## src/rtl/rca_chunk_sequencer_pkg.sv

```systemverilog
// rtl/rca_chunk_sequencer_pkg.sv - shared chunk width, state encoding and width check
package rca_chunk_sequencer_pkg;

    localparam int CHUNK_W = 4;

    typedef enum logic [1:0] {
        ST_IDLE = 2'd0,
        ST_RUN  = 2'd1,
        ST_DONE = 2'd2
    } state_t;

    // Operands must split into whole chunks and need at least two of them.
    function automatic bit width_ok(input int w);
        return ((w % CHUNK_W) == 0) && (w >= 2 * CHUNK_W);
    endfunction

endpackage

```

## src/rtl/rca_4bit.sv

```systemverilog
// rtl/rca_4bit.sv - 4-bit ripple-carry adder used once per chunk cycle
module rca_4bit (
    input  logic [3:0] a,
    input  logic [3:0] b,
    input  logic       cin,
    output logic [3:0] sum,
    output logic       cout
);

    logic [4:0] c;

    always_comb begin
        c    = '0;
        sum  = '0;
        c[0] = cin;
        for (int i = 0; i < 4; i++) begin
            sum[i]   = a[i] ^ b[i] ^ c[i];
            c[i + 1] = (a[i] & b[i]) | (c[i] & (a[i] ^ b[i]));
        end
        cout = c[4];
    end

endmodule

```

## src/rtl/rca_chunk_sequencer.sv

```systemverilog
// rtl/rca_chunk_sequencer.sv - wide adder sequencing 4-bit chunks LSB first through one rca_4bit
module rca_chunk_sequencer
    import rca_chunk_sequencer_pkg::*;
#(
    parameter int WIDTH = 16
) (
    input  logic             clk,
    input  logic             rst,
    input  logic             start,
    input  logic [WIDTH-1:0] a,
    input  logic [WIDTH-1:0] b,
    input  logic             cin,
    output logic             busy,
    output logic             done,
    output logic [WIDTH-1:0] sum,
    output logic             cout
);

    localparam int NCHUNK = WIDTH / CHUNK_W;
    localparam int IDX_W  = $clog2(NCHUNK);

    if (!width_ok(WIDTH)) begin : g_width_check
        $error("rca_chunk_sequencer: WIDTH must be a multiple of 4 and >= 8");
    end

    state_t             state;
    logic [IDX_W-1:0]   idx;
    logic               carry;
    logic [WIDTH-1:0]   a_r;
    logic [WIDTH-1:0]   b_r;
    logic [WIDTH-1:0]   partial;
    logic [CHUNK_W-1:0] a_chunk;
    logic [CHUNK_W-1:0] b_chunk;
    logic [CHUNK_W-1:0] chunk_sum;
    logic               chunk_cout;
    logic               last_chunk;

    always_comb begin
        a_chunk = '0;
        b_chunk = '0;
        for (int i = 0; i < NCHUNK; i++) begin
            if (idx == IDX_W'(i)) begin
                a_chunk = a_r[i*CHUNK_W +: CHUNK_W];
                b_chunk = b_r[i*CHUNK_W +: CHUNK_W];
            end
        end
    end

    assign last_chunk = (idx == IDX_W'(NCHUNK - 1));

    rca_4bit u_rca (
        .a    (a_chunk),
        .b    (b_chunk),
        .cin  (carry),
        .sum  (chunk_sum),
        .cout (chunk_cout)
    );

    always_ff @(posedge clk) begin
        if (rst) begin
            state   <= ST_IDLE;
            idx     <= '0;
            carry   <= 1'b0;
            a_r     <= '0;
            b_r     <= '0;
            partial <= '0;
            sum     <= '0;
            cout    <= 1'b0;
        end else begin
            unique case (state)
                ST_IDLE, ST_DONE: begin
                    if (start) begin
                        a_r   <= a;
                        b_r   <= b;
                        carry <= cin;
                        idx   <= '0;
                        state <= ST_RUN;
                    end else begin
                        state <= ST_IDLE;
                    end
                end
                ST_RUN: begin
                    for (int i = 0; i < NCHUNK; i++) begin
                        if (idx == IDX_W'(i)) partial[i*CHUNK_W +: CHUNK_W] <= chunk_sum;
                    end
                    carry <= chunk_cout;
                    if (last_chunk) begin
                        // The top chunk goes straight into sum; partial only holds the lower chunks.
                        sum   <= {chunk_sum, partial[WIDTH-CHUNK_W-1:0]};
                        cout  <= chunk_cout;
                        state <= ST_DONE;
                    end else begin
                        idx <= idx + 1'b1;
                    end
                end
                default: state <= ST_IDLE;
            endcase
        end
    end

    assign busy = (state == ST_RUN);
    assign done = (state == ST_DONE);

endmodule

```

## config.mk

```make
export PLATFORM = sky130hd
export DESIGN_NAME = rca_chunk_sequencer
export DESIGN_NICKNAME = d
export VERILOG_FILES = /design/src/rtl/rca_chunk_sequencer_pkg.sv /design/src/rtl/rca_4bit.sv /design/src/rtl/rca_chunk_sequencer.sv
export SDC_FILE = /design/constraint.sdc
export NUM_CORES = 1
export LEC_CHECK = 0
export ABC_AREA = 1
export BUFFER_PORTS_ARGS = -buffer_cell sky130_fd_sc_hd__buf_4
export CAP_MARGIN = 15
export CORE_MARGIN = 3
export CORE_UTILIZATION = 40
export CTS_CLUSTER_DIAMETER = 60
export DETAILED_ROUTE_END_ITERATION = 12
export SYNTH_ARGS = -nofsm -noshare
export SYNTH_HDL_FRONTEND = slang
export SYNTH_SLANG_ARGS = --single-unit
```

## constraint.sdc

```tcl
create_clock -name clk -period 6.6 [get_ports clk]
set_input_delay 0.99 -clock clk [delete_from_list [all_inputs] [get_ports clk]]
set_output_delay 0.99 -clock clk [all_outputs]
set_load 0.005 [all_outputs]
```

==> reports/qor.txt <==
Synth Net Count - 420
VDD IR max - 0.146 mV
Asr flop ratio synth - 0%
Synth top area share - 46.2%
FMAX - 290 MHz
Yosys Warn Count - 0
Top layer in use - met4
Wire length on met2 - 2990 µm
CP bufs+invs - 3
Antenna violations before repair - 0
# rows - 30
Wire length on met1 - 2970 µm
DR iter-0 viols - 126
Seq cells post-synth - 66
Routability cong. - 0.782
Layout cells sized above 1 - 18.4%
Critical path class - flop to flop
First-pass GRT wire length - 10700 µm
Headroom to the max-slew limit - 46.1%
Die Width - 90.5 µm
Synth Flop Type - dfxtp_1
Syn-to-layout area delta - 20.5%
Max-Cap Viols - 0
Vias - 2453
WP data required - 6.86 ns
Detailed Place HPWL - 4390 µm
Ports - 55
Met3 WL post-DR - 286 µm
Design Area, Final - 3440 µm²
# hold bufs at CTS - 0
Post-CTS Setup Bufs - 0
Layout filler cell count - 734
Sequential fraction of the synthesis area - 46.2%
CTS tree - yes
Cell mode on critical path - fa_1
Clock latency at the later pin of the worst-skew pair - 0.33 ns
PortBufs - 54
Sink Count - 66
EDFF count, synth - 0
CTS Buf Count - 9
Pin count of the biggest net entering global routing - 46
CP Cell Sequence - inv_1 > ha_1 > inv_1 > o21ai_0 > o21ai_0 > nand2_1 > fa_1 > inv_1 > fa_1 > fa_1 > fa_1 > nand3_1 > a21oi_1
Chip Height - 90.5 µm
Fin crit period - 3.45 ns
Diodes inserted - 0
Outcome - completed
Crit end category - flop
H-tree Lvls - 3
Final ANT Viol Nets - 0
Worst-path clk slew - 0.06 ns
Hold Vio Cnt, Final - 0
Hold slack - 0.460 ns
Synth cell types - 21
Core region area - 6870 µm²
Cells after Synth - 376
Pleak - 1.46 nW
Via/cell ratio - 4.72
Vias in the first global route - 2329
Hold WC Path Type - flop to flop
Top cells by count, synth - dfxtp_1, nor2_1, nand2_1
Routed WL - 6300 µm
Setup violators final - 0
Initial Util - 41.6%
Final period utilization - 52.2%
Startpoint Class - flop
Setup tns final - 0 ns
CP max stage cell - fa_1
Total die area - 8190 µm²
Most frequent cell after synthesis - dfxtp_1
Multi-input logic area - 1310 µm²
CP max FO - 14
Area after DPL - 3240 µm²
Critical Path AT - 3.71 ns
GRT Total Usage - 16.1%
Synth area leader - dfxtp_1
Largest buffer count on any clock path - 2
RSZ-0062 raised after global routing - no
Slowest cell delay on critical path - 0.56 ns
Power Dens Cells - 274 nW/µm²
Routed WL per cell - 12.1 µm
Drt first pass iters - 4
Synthesized area - 2860 µm²
Total gr overflow - 0
Final net count - 464
CP delay by family, top - adder cells
Seq. cell area - 1320 µm²
CTS root buffer - clkbuf_8
Fin. max-slew vios - 0
PostCTS Resize Cnt - 0
Avg Inst Size Synth - 7.60 µm²
Worst clock skew - 0.00528 ns
Largest cells by area after synthesis - dfxtp_1, a21oi_1, nor2_1, nand2_1, nand3_1
Slew @ Worst Pin - 0.807 ns
DR DRC count - 0
layout make-up:
class / count / area share [%]
multi-input cells: 267 / 37.9
clock inverters: 2 / 1.02
flip-flops and latches: 66 / 38.4
repair buffers: 55 / 12.0
clock buffers: 13 / 4.91
inverters: 21 / 2.29
well taps: 96 / 3.49
layout by cell type, fill, tap and decap left out, drive strengths merged:
master and count:
clkinv 1, nand2 63, or2 1, nand3 41, ha 4, buf 55
nor2 66, dfxtp 66, bufinv 1, a21oi 52, fa 4, inv 21
o21ai 36, clkbuf 13
flip-flops by register name (all words and copies together) (netlist names):
register and flops:
carry 1, sum 16, idx 2, b_r 16, state 2, partial 12, a_r 16, cout 1
worst min-delay path, cell delays in order (launching register included):
cell and delay (ns):
dfxtp_1 0.30, inv_1 0.06, a21oi_1 0.06
worst paths after layout:
path	start	endpoint	slack (ns)	cells past startpoint
setup / recovery	idx[1]	partial[11]	3.15	13
hold / removal	a_r[6]	a_r[6]	0.46	2
setup reg to reg	idx[1]	partial[11]	3.15	13
hold reg to reg	a_r[6]	a_r[6]	0.46	2
metal layers:
metal | vias to the layer above | global-route usage (%)
met4 | 0 | 6.63
met1 | 1082 | 21.0
met3 | 4 | 5.00
met2 | 50 | 24.6
met5 | - | 0
li1 | 1317 | -
kinds of logic after synthesis:
logic type | Yosys count | synth area share, %
fa+ha+maj | 8 | 4.55
flops | 66 | 46.2
buf+inv | 43 | 8.06
compound gates | 88 | 15.5
simple gates | 171 | 25.6
through the flow:
stage	setup slack (ns)	utilization, %	cells	total power [W]
global route	2.80	50.1	520	0.00100
global placement	3.35	47.2	505	0.000608
detailed placement	3.17	47.2	505	0.000610
floorplan	3.73	-	376	0.000565
CTS	3.18	50.1	520	0.000956
finish	3.15	50.1	520	0.000943
power breakdown:
part | internal, W | total, W | switching (W)
registers | 0.000423 | 0.000437 | 0.0000137
clock network | 0.000203 | 0.000344 | 0.000141
logic | 0.0000608 | 0.000163 | 0.000102
total | 0.000687 | 0.000943 | 0.000256
No activity file was read; power rests on OpenSTA's default activity.
